File: src/rtl/local_average_unpack.sv
// Unpacks {sof, average, pixel} words into positioned output beats behind a 2-entry skid buffer.
// Optional macro LOCAL_AVERAGE_UNPACK_BINARIZE_EN enables the pixel > average binarized output.
module local_average_unpack #(
    parameter int FRAME_WIDTH = 768,
    parameter int FRAME_LINES = 480
) (
    input  logic        clk,
    input  logic        reset,
    input  logic [16:0] in_data,
    input  logic        in_valid,
    output logic        in_ready,
    output logic [7:0]  out_pixel,
    output logic [7:0]  out_avg,
    output logic        out_bin,
    output logic [9:0]  out_x,
    output logic [8:0]  out_y,
    output logic        out_sof,
    output logic        out_eol,
    output logic        out_valid,
    input  logic        out_ready,
    output logic        frame_done,
    output logic        frame_err
);

    typedef enum logic {WAIT_SOF = 1'b0, ACTIVE = 1'b1} state_t;

    localparam logic [9:0] X_LAST = 10'(FRAME_WIDTH - 1);
    localparam logic [8:0] Y_LAST = 9'(FRAME_LINES - 1);

    state_t      r_state;
    state_t      w_state_next;
    logic [16:0] r_buf [2];
    logic [1:0]  r_cnt;
    logic        r_in_ready;
    logic [9:0]  r_x;
    logic [8:0]  r_y;

    logic [7:0]  r_pixel;
    logic [7:0]  r_avg;
    logic [9:0]  r_bx;
    logic [8:0]  r_by;
    logic        r_sof;
    logic        r_eol;
    logic        r_last;
    logic        r_valid;
    logic        r_err;

    logic        w_accept;
    logic        w_head_valid;
    logic [16:0] w_head;
    logic        w_flag;
    logic        w_discard;
    logic        w_consume;
    logic        w_emit;
    logic        w_pop;
    logic        w_push;
    logic        w_wr_idx;
    logic [1:0]  w_cnt_next;

    logic [9:0]  w_bx;
    logic [8:0]  w_by;
    logic        w_err;
    logic        w_last;
    logic [9:0]  w_nx;
    logic [8:0]  w_ny;

    // The oldest word is the buffer head, or the incoming word itself when the buffer is empty.
    assign w_accept     = in_valid && r_in_ready;
    assign w_head_valid = (r_cnt != 2'd0) || w_accept;
    assign w_head       = (r_cnt != 2'd0) ? r_buf[0] : in_data;
    assign w_flag       = w_head[16];
    assign w_discard    = (r_state == WAIT_SOF) && !w_flag;
    assign w_consume    = w_head_valid && (w_discard || !r_valid || out_ready);
    assign w_emit       = w_consume && !w_discard;
    assign w_pop        = w_consume && (r_cnt != 2'd0);
    assign w_push       = w_accept && !((r_cnt == 2'd0) && w_consume);
    assign w_wr_idx     = w_pop ? (r_cnt == 2'd2) : (r_cnt == 2'd1);
    assign w_cnt_next   = r_cnt - {1'b0, w_pop} + {1'b0, w_push};

    always_ff @(posedge clk) begin
        if (w_pop) r_buf[0] <= r_buf[1];
        if (w_push) r_buf[w_wr_idx] <= in_data;
    end

    always_ff @(posedge clk) begin
        if (reset) begin
            r_cnt      <= 2'd0;
            r_in_ready <= 1'b1;
        end else begin
            r_cnt      <= w_cnt_next;
            r_in_ready <= (w_cnt_next <= 2'd1);
        end
    end

    always_ff @(posedge clk) begin
        if (reset) r_state <= WAIT_SOF;
        else       r_state <= w_state_next;
    end

    always_comb begin
        w_state_next = r_state;
        if (w_emit) w_state_next = w_last ? WAIT_SOF : ACTIVE;
    end

    // A flag word always restarts at (0,0); it is only an error if (0,0) was not expected next.
    always_comb begin
        w_bx  = r_x;
        w_by  = r_y;
        w_err = 1'b0;
        if (w_flag) begin
            w_bx  = 10'd0;
            w_by  = 9'd0;
            w_err = (r_state == ACTIVE) && ((r_x != 10'd0) || (r_y != 9'd0));
        end
        w_last = (w_bx == X_LAST) && (w_by == Y_LAST);
        if (w_bx == X_LAST) begin
            w_nx = 10'd0;
            w_ny = w_last ? 9'd0 : w_by + 9'd1;
        end else begin
            w_nx = w_bx + 10'd1;
            w_ny = w_by;
        end
    end

    always_ff @(posedge clk) begin
        if (reset) begin
            r_x <= 10'd0;
            r_y <= 9'd0;
        end else if (w_emit) begin
            r_x <= w_nx;
            r_y <= w_ny;
        end
    end

    always_ff @(posedge clk) begin
        if (reset) begin
            r_pixel <= 8'd0;
            r_avg   <= 8'd0;
            r_bx    <= 10'd0;
            r_by    <= 9'd0;
            r_sof   <= 1'b0;
            r_eol   <= 1'b0;
            r_last  <= 1'b0;
            r_valid <= 1'b0;
            r_err   <= 1'b0;
        end else begin
            r_err <= w_emit && w_err;
            if (w_emit) begin
                r_pixel <= w_head[7:0];
                r_avg   <= w_head[15:8];
                r_bx    <= w_bx;
                r_by    <= w_by;
                r_sof   <= (w_bx == 10'd0) && (w_by == 9'd0);
                r_eol   <= (w_bx == X_LAST);
                r_last  <= w_last;
                r_valid <= 1'b1;
            end else if (out_ready) begin
                r_valid <= 1'b0;
            end
        end
    end

`ifdef LOCAL_AVERAGE_UNPACK_BINARIZE_EN
    logic r_bin;

    always_ff @(posedge clk) begin
        if (reset)       r_bin <= 1'b0;
        else if (w_emit) r_bin <= (w_head[7:0] > w_head[15:8]);
    end

    assign out_bin = r_bin;
`else
    assign out_bin = 1'b0;
`endif

    assign in_ready   = r_in_ready;
    assign out_pixel  = r_pixel;
    assign out_avg    = r_avg;
    assign out_x      = r_bx;
    assign out_y      = r_by;
    assign out_sof    = r_sof;
    assign out_eol    = r_eol;
    assign out_valid  = r_valid;
    assign frame_done = r_valid && out_ready && r_last;
    assign frame_err  = r_err;

endmodule

File: config.mk
export PLATFORM = sky130hd
export DESIGN_NAME = local_average_unpack
export DESIGN_NICKNAME = d
export VERILOG_FILES = /design/src/rtl/local_average_unpack.sv
export SDC_FILE = /design/constraint.sdc
export NUM_CORES = 1
export LEC_CHECK = 0
export ABC_CLOCK_PERIOD_IN_PS = 5200
export CAP_MARGIN = 20
export CORE_MARGIN = 1
export CORE_UTILIZATION = 58
export CTS_BUF_LIST = sky130_fd_sc_hd__clkbuf_16
export CTS_CLUSTER_DIAMETER = 80
export DETAILED_ROUTE_END_ITERATION = 10
export PLACE_DENSITY = 0.84
export SETUP_SLACK_MARGIN = 0.02
export SLEW_MARGIN = 40
export SYNTH_ARGS = -nofsm -noshare
export SYNTH_HDL_FRONTEND = slang
export SYNTH_SLANG_ARGS = --single-unit
File: constraint.sdc
create_clock -name clk -period 5.2 [get_ports clk]
set_input_delay 0.78 -clock clk [delete_from_list [all_inputs] [get_ports clk]]
set_output_delay 0.78 -clock clk [all_outputs]
set_load 0.02 [all_outputs]
# After elaboration in Yosys (flattened, before gate mapping)

Memory sizes are Yosys's and may differ from the RTL's.
Index checks and enable logic that the tools add are counted.

Flip-flop bits (word level): 63
Bits in writable memories: 34
Input bits: 21
Output and inout port bits: 42
Word-level logic and storage cells: 68
Memories: 1

Memory list:

| name  | words | bits a word | read ports | clocked after memory_dff | write ports | RTL line | RTL |
|---|---|---|---|---|---|---|---|
| r_buf | 2     | 17          | 2          | 0                        | 2           | 32       | `logic [16:0] r_buf [2];` |

$add $sub $neg: 4
Order comparisons: 1
Equality and inequality tests: 4
Multiplexer cells: 15
Bitwise operators: 1
Reduce and logical (&&, ||, !) cells: 28

Operators with widths:

| operator                | count |
|---|---|
| $mux W9                 | 3 |
| $mux W10                | 2 |
| $mux W17                | 1 |
| $logic_and A1 B1 Y1     | 13 |
| $add A10 B1 Y10 const B | 1 |
| $eq A10 B10 Y1 const B  | 1 |
| $logic_not A10 Y1       | 1 |
| $reduce_bool A10 Y1     | 1 |
| $add A9 B1 Y9 const B   | 1 |
| $eq A9 B9 Y1 const B    | 1 |
| $logic_not A9 Y1        | 1 |
| $mux W1                 | 9 |
| $reduce_bool A9 Y1      | 1 |
| $logic_not A1 Y1        | 4 |
| $logic_or A1 B1 Y1      | 4 |
| $reduce_bool A2 Y1      | 2 |
| $add A2 B1 Y2           | 1 |
| $eq A2 B1 Y1 const B    | 1 |
| $eq A2 B2 Y1 const B    | 1 |
| $le A2 B1 Y1 const B    | 1 |
| $logic_not A2 Y1        | 1 |
| $sub A2 B1 Y2           | 1 |
| $not A1 Y1              | 1 |

# Longest topological paths before layout

Depth in word-level cells: 12
Depth in mapped cells: 14
Gate-level depth less buffers: 11

# Least setup slack after synthesis

OpenSTA, ideal clock, no wires.

Path kind: input -> register
From: input port in_data[16]
To: register r_y[2]
Setup time: 0.060 ns
Data arrival time: 3.302 ns
Path slack: 1.838 ns
Cell stages on the path: 14
Path buffers: 3
Cells stage by stage: or3b_4 and2_1 buf_6 clkbuf_1 nand2_1 inv_1 ha_1 nand4b_1 or3_1 clkbuf_1 nor2_1 and3_1 or4b_2 nand2_1

Elaborated cells between the ends (all ways): 16

RTL lines:

| item                 | RTL line | RTL |
|---|---|---|
| from (decl)          | 9        | `input logic [16:0] in_data,` |
| $mux W17 (*)         | 70       | `assign w_head = (r_cnt != 2'd0) ? r_buf[0] : in_data;` |
| $mux W10 (*)         | 110      | `if (w_flag) begin` |
| net w_bx[1]          | 60       | `logic [9:0] w_bx;` |
| $eq A10 B10 Y1 (*)   | 115, 116 |  |
| $logic_and A1 B1 Y1  | 115      | `w_last = (w_bx == X_LAST) && (w_by == Y_LAST);` |
| $mux W9              | 118      | `w_ny = w_last ? 9'd0 : w_by + 9'd1;` |
| $mux W9 (*)          | 116      | `if (w_bx == X_LAST) begin` |
| to (signal assigned) | 131      | `r_y <= w_ny;` |
| to (decl)            | 36       | `logic [8:0] r_y;` |

The timed path passes the listed nets; every way through them passes the cells marked *.
A chain may end at the register's enable or synchronous reset.

# Worst setup path in the final report

From: input port in_data[16]
To: register r_y[5]

Same word-level chain as after synthesis.

==> metrics.md <==
| Metric | Value |
|---|---|
| Outcome | finished, final reports clean |
| LEAKAGE | 1.88 nW |
| Initial Util | 0.597 |
| Commonest non-fill, non-tap cells in the layout | 63 x nand2_1, 63 x dfxtp_1, 60 x clkdlybuf4s50_1 |
| Total Routing Usage GR | 0.264 |
| GRT met1 Usage | 0.326 |
| Period Utilization, post-route | 0.717 |
| Post-cts gate resize count | 0 |
| Power per cell area | 533 mW/mm2 |
| Drc violations | 0 |
| Clock skew | 0.00727 ns |
| WP data required | 5.46 ns |
| RSZ-0062 raised after global routing | false |
| Syn Nets | 473 |
| HP Start | out_x[2]$_SDFFE_PP0P_ |
| Final nets | 516 |
| Die area | 0.00777 mm2 |
| Footprint of the multi-input gates | 0.00186 mm2 |
| Worst-path cell chain | clkdlybuf4s50_1, or3b_4, and2_2, nand2_1, inv_1, ha_1, nand4b_1, or3_1, nor2_1, nor4_2, a41oi_1, a31oi_1 |
| Reg area | 0.00228 mm2 |
| Post-Syn Area per Cell | 9.65 um2 |
| Skew-Pair Late Insertion Delay | 0.34 ns |
| VDD IR max | 384 uV |
| Root Buffer | clkbuf_16 |
| Bufs and invs on worst path | 2 |
| Synth cell types | 53 |
| Number of synthesized flops with an enable pin | 34 |
| Cells after Synth | 446 |
| Diode count | 0 |
| Cts bufs inserted | 9 |
| FILL cells | 547 |
| Initial DRC count | 223 |
| Delay-heaviest family, CP | simple AND/OR/NAND/NOR gates |
| Final Critical Period | 3.73 ns |
| Clk slew on worst S/H paths | 0.07 ns |
| Die Span X | 88.1 um |
| Worst setup startpoint | in_data[16] |
| Yosys warns | 0 |
| Post-CTS Hold Buffers | 0 |
| Ys flop type | dfxtp_1 |
| Sequential-to-total area share from yosys stat | 0.530 |
| Slowest-stage cell, CP | clkdlybuf4s50_1 |
| FMAX | 268 MHz |
| Crit path arrival time | 3.99 ns |
| Global route total overflow | 0 |
| Clock Path Buffers | 2 |
| # H-tree levels | 3 |
| Met3 usage | 0.0490 |
| Worst-path maximum fanout | 27 |
| Vias in the first global route | 3356 |
| Final Wtd Congestion | 0.904 |
| Via-per-instance ratio | 5.99 |
| Final setup violating endpoints | 0 |
| CTS tree | built |
| HP Class | register to register |
| Worst Tran Pin Value | 0.726 ns |
| Largest net degree at the start of global routing | 64 |
| WS Path Type | input pin to register |
| Layout cells sized above 1 | 0.0972 |
| Vias | 3554 |
| Startpoint types | input pin |
| Headroom to the max-slew limit | 0.515 |
| Fin util | 0.730 |
| # rows | 31 |
| FF-to-FF setup slack | 1.74 ns |
| FF-to-FF Start | r_cnt[1]$_SDFF_PP0_ |
| DRT Pass-1 Iters | 5 |
| Post-synthesis async set-or-reset flop share | 0 |
| # port buffers | 61 |
| Setup_tns | 0 ns |
| Hold Vio Cnt, Final | 0 |
| Die span in y | 88.1 um |
| Most Crowded Layer GR | met2 |
| Layout Area Growth over Synthesis | 22.4% |
| Final wirelength | 9450 um |
| Final slew viol count | 0 |
| Largest stage delay, worst path | 0.53 ns |
| Post-CTS setup buffer count | 0 |
| Met2 GRT Util | 0.445 |
| Initial antenna violation count | 0 |
| Antenna Nets Post-Route | 0 |
| DR WL/cell | 15.9 um |
| Crit. End Element | register |
| Global-route wire length before repair | 15700 um |
| CTS Sinks | 97 |
| Synthesized cell area | 0.00430 mm2 |
| Register bit count reported by yosys | 97 |
| Max Cap Viol | 0 |
| DP Wirelength | 6210 um |
| Placeable core area | 0.00721 mm2 |
| IO Count | 63 |
stage by stage:
stage	setup WS [ns]	hold WS [ns]	area [um2]	total power, mW	std cells
finish	1.47	0.452	5270	2.81	593
global route	1.17	0.468	5270	2.96	593
CTS	1.53	0.454	5260	2.81	593
detailed placement	1.18	0.443	4970	2.15	577
global placement	1.07	0.439	4930	2.08	576
floorplan	1.84	0.428	4300	1.77	446
registers in the layout, indices dropped and copies added, names as in the netlist:
signal and cells:
frame_err 1, in_ready 1, out_avg 8, out_eol 1, out_pixel 8, out_sof 1
out_valid 1, out_x 10, out_y 9, r_buf 34, r_cnt 2, r_last 1
r_state 1, r_x 10, r_y 9
worst reg2reg max path: stages (launching register included):
cell	delay, ns
dfxtp_1	0.77
o21ai_0	0.27
and2_2	0.44
nand2_1	0.21
inv_1	0.06
ha_1	0.23
nand4b_1	0.10
or3_1	0.28
nor2_1	0.10
nor4_2	0.52
a41oi_1	0.21
a31oi_1	0.19
metal layers:
| layer | routed length (um) | up-vias |
|---|---|---|
| li1 | - | 1706 |
| met1 | 4000 | 1684 |
| met2 | 4680 | 142 |
| met3 | 576 | 22 |
| met4 | 190 | 0 |
| met5 | 0 | - |
logic make-up (layout without fill, tap and decap cells):
family / Yosys count / count (layout) / share of synthesized area
xor+xnor: 2 / 2 / 0.00407
simple gates: 176 / 176 / 0.198
buf+inv: 43 / 91 / 0.0442
other cells: 1 / 1 / 0.000871
fa+ha+maj: 6 / 6 / 0.0174
mux: 17 / 17 / 0.0523
flops: 97 / 97 / 0.530
compound gates: 104 / 104 / 0.153
synthesized netlist by cell type, types with 4 or more instances:
| cell | instances | share of area |
|---|---|---|
| a21oi_1 | 34 | 0.040 |
| clkbuf_1 | 28 | 0.024 |
| o21ai_0 | 28 | 0.033 |
| nand4_1 | 6 | 0.0087 |
| nor4_1 | 6 | 0.0087 |
| nand2_1 | 63 | 0.055 |
| and3_1 | 7 | 0.010 |
| nand4b_1 | 4 | 0.0081 |
| nand3_1 | 22 | 0.026 |
| nor2_1 | 39 | 0.034 |
| ha_1 | 6 | 0.017 |
| a311oi_1 | 18 | 0.037 |
| dfxtp_1 | 63 | 0.29 |
| mux2_4 | 9 | 0.031 |
| edfxtp_1 | 34 | 0.24 |
| mux2_2 | 8 | 0.021 |
| inv_1 | 7 | 0.0061 |
| and2_1 | 4 | 0.0058 |
| nor3_1 | 6 | 0.0070 |
| a31oi_1 | 5 | 0.0073 |
path summary, 6_finish.rpt:
kind / endpoint / cells past startpoint
setup / recovery: r_y[5]$_SDFFE_PP0P_ / 12
hold / removal: out_x[2]$_SDFFE_PP0P_ / 2
setup reg to reg: r_y[5]$_SDFFE_PP0P_ / 11
hold reg to reg: out_x[2]$_SDFFE_PP0P_ / 2
area by class of cell:
type | count | area share
inverters | 7 | 0.00499
well taps | 99 | 0.0235
clock buffers | 9 | 0.0427
multi-input cells | 306 | 0.354
repair buffers | 68 | 0.129
flip-flops and latches | 97 | 0.433
clock inverters | 7 | 0.0133
report_power, final:
group,internal (mW),switching (mW)
logic,0.409,0.653
registers,0.985,0.104
clock network,0.373,0.286
No activity file was read; power rests on OpenSTA's default activity.
